===== src/rtl/hamm_pkg.sv =====
// Shared Hamming(38,32) definitions: widths, parity positions and the data-to-position map.
// Used by the receiver (hamm_rcv) and by any matching encoder.
package hamm_pkg;

    localparam int unsigned Nbits_32  = 32;
    localparam int unsigned Nbits_ham = 38;
    localparam int unsigned N_PAR     = 6;
    localparam int unsigned SYN_W     = 6;
    localparam int unsigned CIDX_W    = $clog2(Nbits_ham);
    localparam int unsigned DIDX_W    = $clog2(Nbits_32);

    // Code positions are 1-based; position k lives at bit k-1 of the coded word.
    localparam int unsigned PAR_POS [N_PAR] = '{1, 2, 4, 8, 16, 32};

    localparam int unsigned DATA_POS [Nbits_32] = '{
         3,  5,  6,  7,  9, 10, 11, 12, 13, 14, 15, 17, 18, 19, 20, 21,
        22, 23, 24, 25, 26, 27, 28, 29, 30, 31, 33, 34, 35, 36, 37, 38
    };

    typedef logic [Nbits_ham-1:0] code_t;
    typedef logic [Nbits_32-1:0]  data_t;

    function automatic data_t hamm_extract(input code_t w);
        data_t d;
        d = '0;
        for (int unsigned i = 0; i < Nbits_32; i++) begin
            d[DIDX_W'(i)] = w[CIDX_W'(DATA_POS[i] - 1)];
        end
        return d;
    endfunction

    // Each parity bit covers the data positions whose index has that parity's bit set.
    function automatic code_t hamm_encode(input data_t d);
        code_t w;
        logic  par;
        w = '0;
        for (int unsigned i = 0; i < Nbits_32; i++) begin
            w[CIDX_W'(DATA_POS[i] - 1)] = d[DIDX_W'(i)];
        end
        for (int unsigned j = 0; j < N_PAR; j++) begin
            par = 1'b0;
            for (int unsigned i = 0; i < Nbits_32; i++) begin
                if (((DATA_POS[i] >> j) & 1) != 0) begin
                    par = par ^ d[DIDX_W'(i)];
                end
            end
            w[CIDX_W'(PAR_POS[j] - 1)] = par;
        end
        return w;
    endfunction

endpackage


===== src/rtl/hamm_syndrome.sv =====
// Combinational Hamming syndrome: XOR of the 1-based positions of all set bits.
module hamm_syndrome
    import hamm_pkg::*;
(
    input  logic [Nbits_ham-1:0] word_i,
    output logic [SYN_W-1:0]     syn_o
);

    always_comb begin
        syn_o = '0;
        for (int unsigned k = 1; k <= Nbits_ham; k++) begin
            if (word_i[CIDX_W'(k - 1)]) begin
                syn_o = syn_o ^ SYN_W'(k);
            end
        end
    end

endmodule


===== src/rtl/hamm_rcv.sv =====
// Two-stage Hamming(38,32) receiver with ready/valid flow control and error flags.
// Optional saturating error counters are built when HAMM_RCV_ERRCNT_EN is defined.
module hamm_rcv #(
    parameter int unsigned Nbits_32  = hamm_pkg::Nbits_32,
    parameter int unsigned Nbits_ham = hamm_pkg::Nbits_ham,
    parameter int unsigned CNT_W     = 16
) (
    input  logic                 CLK,
    input  logic                 reset,
    input  logic [Nbits_ham-1:0] data_ham_out,
    input  logic                 in_valid,
    output logic                 in_ready,
    output logic [Nbits_32-1:0]  data_output,
    output logic                 out_valid,
    input  logic                 out_ready,
    output logic                 single_err,
    output logic                 uncorr_err,
    input  logic                 cnt_clear,
    output logic [CNT_W-1:0]     corr_cnt,
    output logic [CNT_W-1:0]     uncorr_cnt
);
    import hamm_pkg::*;

    logic [SYN_W-1:0]     syn_c;
    logic                 s1_v_q, s1_v_d;
    logic [Nbits_ham-1:0] s1_word_q, s1_word_d;
    logic [SYN_W-1:0]     s1_syn_q, s1_syn_d;
    logic                 s2_v_q, s2_v_d;
    logic [Nbits_32-1:0]  s2_data_q, s2_data_d;
    logic                 s2_single_q, s2_single_d;
    logic                 s2_uncorr_q, s2_uncorr_d;
    logic                 s2_stall_c, accept_c, in_range_c, unused_par_c;
    logic [Nbits_ham-1:0] fixed_c;

    hamm_syndrome u_syn (
        .word_i (data_ham_out),
        .syn_o  (syn_c)
    );

    always_comb begin
        s2_stall_c = s2_v_q & ~out_ready;
        in_ready   = reset & ~(s1_v_q & s2_stall_c);
        accept_c   = in_valid & in_ready;
    end

    // Single-bit correction; the syndrome names the 1-based position to flip.
    always_comb begin
        fixed_c    = s1_word_q;
        in_range_c = (s1_syn_q != '0) && (s1_syn_q <= SYN_W'(Nbits_ham));
        if (in_range_c) begin
            fixed_c[s1_syn_q - SYN_W'(1)] = ~s1_word_q[s1_syn_q - SYN_W'(1)];
        end
        unused_par_c = 1'b0;
        for (int unsigned j = 0; j < N_PAR; j++) begin
            unused_par_c = unused_par_c ^ fixed_c[CIDX_W'(PAR_POS[j] - 1)];
        end
    end

    always_comb begin
        s1_v_d      = s1_v_q;
        s1_word_d   = s1_word_q;
        s1_syn_d    = s1_syn_q;
        s2_v_d      = s2_v_q;
        s2_data_d   = s2_data_q;
        s2_single_d = s2_single_q;
        s2_uncorr_d = s2_uncorr_q;
        // Stage 2 advances whenever it is not holding a word the sink refused.
        if (!s2_stall_c) begin
            s2_v_d      = s1_v_q;
            s2_single_d = s1_v_q & in_range_c;
            s2_uncorr_d = s1_v_q & (s1_syn_q > SYN_W'(Nbits_ham));
            if (s1_v_q) begin
                s2_data_d = Nbits_32'(hamm_extract(fixed_c));
            end
            s1_v_d = 1'b0;
        end
        if (accept_c) begin
            s1_v_d    = 1'b1;
            s1_word_d = data_ham_out;
            s1_syn_d  = syn_c;
        end
    end

    always_ff @(posedge CLK) begin
        if (!reset) begin
            s1_v_q      <= 1'b0;
            s1_word_q   <= '0;
            s1_syn_q    <= '0;
            s2_v_q      <= 1'b0;
            s2_data_q   <= '0;
            s2_single_q <= 1'b0;
            s2_uncorr_q <= 1'b0;
        end else begin
            s1_v_q      <= s1_v_d;
            s1_word_q   <= s1_word_d;
            s1_syn_q    <= s1_syn_d;
            s2_v_q      <= s2_v_d;
            s2_data_q   <= s2_data_d;
            s2_single_q <= s2_single_d;
            s2_uncorr_q <= s2_uncorr_d;
        end
    end

    assign data_output = s2_data_q;
    assign out_valid   = s2_v_q;
    assign single_err  = s2_single_q;
    assign uncorr_err  = s2_uncorr_q;

`ifdef HAMM_RCV_ERRCNT_EN
    logic             xfer_c;
    logic [CNT_W-1:0] corr_cnt_q, corr_cnt_d;
    logic [CNT_W-1:0] uncorr_cnt_q, uncorr_cnt_d;

    // Clear beats a same-cycle increment; counters stick at all-ones.
    always_comb begin
        xfer_c       = s2_v_q & out_ready;
        corr_cnt_d   = corr_cnt_q;
        uncorr_cnt_d = uncorr_cnt_q;
        if (cnt_clear) begin
            corr_cnt_d   = '0;
            uncorr_cnt_d = '0;
        end else if (xfer_c) begin
            if (s2_single_q && (corr_cnt_q != '1)) begin
                corr_cnt_d = corr_cnt_q + CNT_W'(1);
            end
            if (s2_uncorr_q && (uncorr_cnt_q != '1)) begin
                uncorr_cnt_d = uncorr_cnt_q + CNT_W'(1);
            end
        end
    end

    always_ff @(posedge CLK) begin
        if (!reset) begin
            corr_cnt_q   <= '0;
            uncorr_cnt_q <= '0;
        end else begin
            corr_cnt_q   <= corr_cnt_d;
            uncorr_cnt_q <= uncorr_cnt_d;
        end
    end

    assign corr_cnt   = corr_cnt_q;
    assign uncorr_cnt = uncorr_cnt_q;
`else
    logic unused_cnt_c;
    assign unused_cnt_c = cnt_clear;
    assign corr_cnt     = '0;
    assign uncorr_cnt   = '0;
`endif

endmodule


===== config.mk =====
export PLATFORM = sky130hd
export DESIGN_NAME = hamm_rcv
export DESIGN_NICKNAME = d
export VERILOG_FILES = /design/src/rtl/hamm_pkg.sv /design/src/rtl/hamm_syndrome.sv /design/src/rtl/hamm_rcv.sv
export SDC_FILE = /design/constraint.sdc
export NUM_CORES = 1
export LEC_CHECK = 0
export CAP_MARGIN = 20
export CORE_MARGIN = 4
export CORE_UTILIZATION = 51
export DETAILED_ROUTE_END_ITERATION = 6
export PLACE_DENSITY = 0.81
export SETUP_SLACK_MARGIN = 0.1
export SYNTH_ARGS = -nofsm -noshare
export SYNTH_HDL_FRONTEND = slang
export SYNTH_SLANG_ARGS = --single-unit

===== constraint.sdc =====
create_clock -name CLK -period 3.19 [get_ports CLK]
set_input_delay 0.7975 -clock CLK [delete_from_list [all_inputs] [get_ports CLK]]
set_output_delay 0.7975 -clock CLK [all_outputs]
set_load 0.005 [all_outputs]

==> impl_metrics.env <==
export IMPL_critPathKind="input pin to primary output"
export IMPL_start_kind="input pin"
export IMPL_busiest_layer="met2"
export IMPL_grt_pass1_vias=4224
export IMPL_fp_dieH_um=106
export IMPL_grt_start_max_net_pins=74
export IMPL_outcome="finished clean"
export IMPL_r2r_cells=9
export IMPL_core_area_um2=9240
export IMPL_yosysTopAreaCell="dfxtp_1"
export IMPL_seq_area_frac_synth=0.329
export IMPL_grt_met2_usage=0.384
export IMPL_gr_total_overflow=0
export IMPL_rsz0062_at_grt="no"
export IMPL_wl_um=13600
export IMPL_cts_tree="yes"
export IMPL_synth_distinct_cells=60
export IMPL_num_rows=35
export IMPL_first_iter_violations=303
export IMPL_clk_latency_ps=360
export IMPL_antennaDiodeCount=0
export IMPL_fin_crit_ps=2950
export IMPL_crit_end="in_ready"
export IMPL_synthMuxAreaShare=0.0370
export IMPL_cap_violations=0
export IMPL_endpoint_kind="primary output"
export IMPL_initial_core_util=0.526
export IMPL_cts_sinks=80
export IMPL_routedWlPerCell_um=16.5
export IMPL_synth_top_family_by_area="simple AND/OR/NAND/NOR gates"
export IMPL_drive_gt1_frac=0.0788
export IMPL_use_met1=0.319
export IMPL_ant_nets=0
export IMPL_vias_per_cell=5.58
export IMPL_cts_hold_buf=0
export IMPL_hold_violations=0
export IMPL_setup_viol_count_final=0
export IMPL_drv_slew=0
export IMPL_port_buffers=77
export IMPL_crit_path_top_delay_cell="clkdlybuf4s50_1"
export IMPL_synth_simple_gate_area_frac=0.254
export IMPL_hold_path_class="register to register"
export IMPL_ys_ff_latch=80
export IMPL_worstMarginPinSlew_ps=786
export IMPL_tns_ps=0
export IMPL_gp_congestion=0.956
export IMPL_p_leak_nw=2.31
export IMPL_gr_usage_all_layers=0.239
export IMPL_fmax_ghz=0.339
export IMPL_yosys_most_used_dff="dfxtp_1"
export IMPL_dieArea_um2=11200
export IMPL_synth_edf_count=0
export IMPL_async_flop_share=0
export IMPL_hp_start="s1_word_q[15]"
export IMPL_crit_top_cell="clkdlybuf4s50_1"
export IMPL_grt_pass1_wl_um=21300
export IMPL_irDropWorstVdd_mv=0.280
export IMPL_slew_headroom=0.472
export IMPL_startpoint="out_ready"
export IMPL_yosysMostFrequentCell="nand2_1"
export IMPL_fin_nets=739
export IMPL_synth_xor_area_frac=0.121
export IMPL_timing_rr_start="s1_syn_q[0]"
export IMPL_clock_tree_root_cell="clkbuf_8"
export IMPL_critPathMaxFanout=3
export IMPL_r2r_slack_ps=280
export IMPL_synthAdderAreaFrac=0.00772
export IMPL_syn2layout_area_growth_pct=20.2
export IMPL_use_met3=0.0410
export IMPL_synthTopCellsByArea="dfxtp_1, nand2_1, xnor2_1, nand3_1, buf_4"
export IMPL_cts_htree_levels=3
export IMPL_ios=111
export IMPL_p_total_mw=3.84
export IMPL_slowest_delay_ps=570
export IMPL_drcViolationCount=0
export IMPL_clk_pin_slew_worst_paths_ps=80
export IMPL_finClkSkew_ps=10.1
export IMPL_cts_buffers=9
export IMPL_synth_compound_area_frac=0.161
export IMPL_synth_top_area_frac=0.329
export IMPL_r2r_end="data_output[10]"
export IMPL_period_share=0.926
export IMPL_die_w_um=106
export IMPL_cp_cell_sequence="clkdlybuf4s50_1 -> nor2b_1 -> a21boi_0 -> clkdlybuf4s50_1"
export IMPL_synth_area_per_cell_um2=7.73
export IMPL_ys_warn_count=0
export IMPL_synthCells=629
export IMPL_power_density_nw_per_um2=658
export IMPL_first_pass_iters=6
export IMPL_grt_antenna_before_repair=0
export IMPL_arrival_ps=2160
export IMPL_hpwl_um=10500
export IMPL_cts_buffer_depth=2
export IMPL_cp_required_ps=2390
export IMPL_whs_ps=462
export IMPL_vias=4615
export IMPL_yosys_top_cells_count="nand2_1, dfxtp_1, nand3_1"
export IMPL_syn_area_um2=4860
==> critical path: cells and delay by family <==
| family | cells | cell delay, ps |
|---|---|---|
| compound gates | 1 | 290 |
| simple gates | 1 | 50 |
| buf+inv | 2 | 1020 |
==> layout by cell type (no fill, tap or decap), types with 3 or more instances in the layout <==
cell	netlist	final
a31oi_1	4	4
nor4_1	5	5
a221o_1	7	7
nor2b_1	10	10
buf_4	34	18
nand4_1	5	5
nand2b_1	6	6
inv_1	6	6
and2_1	5	5
o211ai_1	9	9
nand3_1	57	57
o211a_1	6	6
clkdlybuf4s50_1	0	76
conb_1	1	32
dfxtp_1	80	80
nand2_1	136	136
clkbuf_8	0	10
xnor2_1	55	55
or2_2	4	4
a21oi_1	24	24
mux2i_1	9	9
nand3b_1	3	3
nor3_1	5	5
mux2_2	4	4
nor2_1	18	18
o21ai_0	45	45
xor2_1	6	6
and3_1	3	3
==> per-layer routing <==
layer	vias to the layer above	wire length (µm)
met3	35	1190
met1	2119	5940
met2	238	6180
li1	2223	-
met5	-	0
met4	0	319
==> sequential cells by signal (all words and copies together), names as in the netlist <==
name / count
s1_syn_q: 6
out_valid: 1
uncorr_err: 1
s1_v_q: 1
data_output: 32
s1_word_q: 38
single_err: 1
==> through the flow <==
| stage | util | setup WS [ps] | cell area [µm²] | cells |
|---|---|---|---|---|
| 2_1_floorplan | - | 443 | 4980 | 660 |
| 3_3_place_gp | 0.609 | 277 | 5630 | 811 |
| 3_5_place_dp | 0.609 | 234 | 5630 | 811 |
| 4_1_cts | 0.632 | 235 | 5840 | 827 |
| 5_1_grt | 0.633 | 111 | 5850 | 827 |
| 6_report | 0.633 | 237 | 5850 | 827 |
==> what timing repair did <==
action / CTS / global route
gates resized for setup: 0 / 1
endpoints found under the setup margin: 0 / 13
setup buffers: 0 / 0
==> final cells by class <==
class / count / area (µm²)
sequential: 80 / 1600
clock buffer: 10 / 138
timing repair buffer: 95 / 901
tap: 129 / 161
inverter: 6 / 22.5
multi-input combinational: 501 / 2950
clock inverter: 6 / 75.1
fill: 791 / 3390
==> worst min path at each step <==
stage | endpoint | cells past startpoint
2_1_floorplan | s1_word_q[15] | 2
3_3_place_gp | data_output[1] | 2
3_5_place_dp | s1_word_q[15] | 2
4_1_cts | s1_word_q[15] | 2
5_1_grt | s1_word_q[2] | 2
6_report | s1_word_q[15] | 2
==> cell families after synthesis <==
logic type | Yosys count
muxes | 15
and+or+nand+nor | 267
xor gates and xnor gates | 64
DFF | 80
AOI/OAI and AO/OA | 120
buffers and inverters | 79
other | 1
adders and majority gates | 3
==> report_power, final <==
group / switching (mW) / internal [mW] / leakage, nW
combinational: 1.08 / 0.761 / 1.55
clock: 0.407 / 0.396 / 0.105
sequential: 0.108 / 1.09 / 0.658
Note: power is estimated with default switching activity, not from simulation.
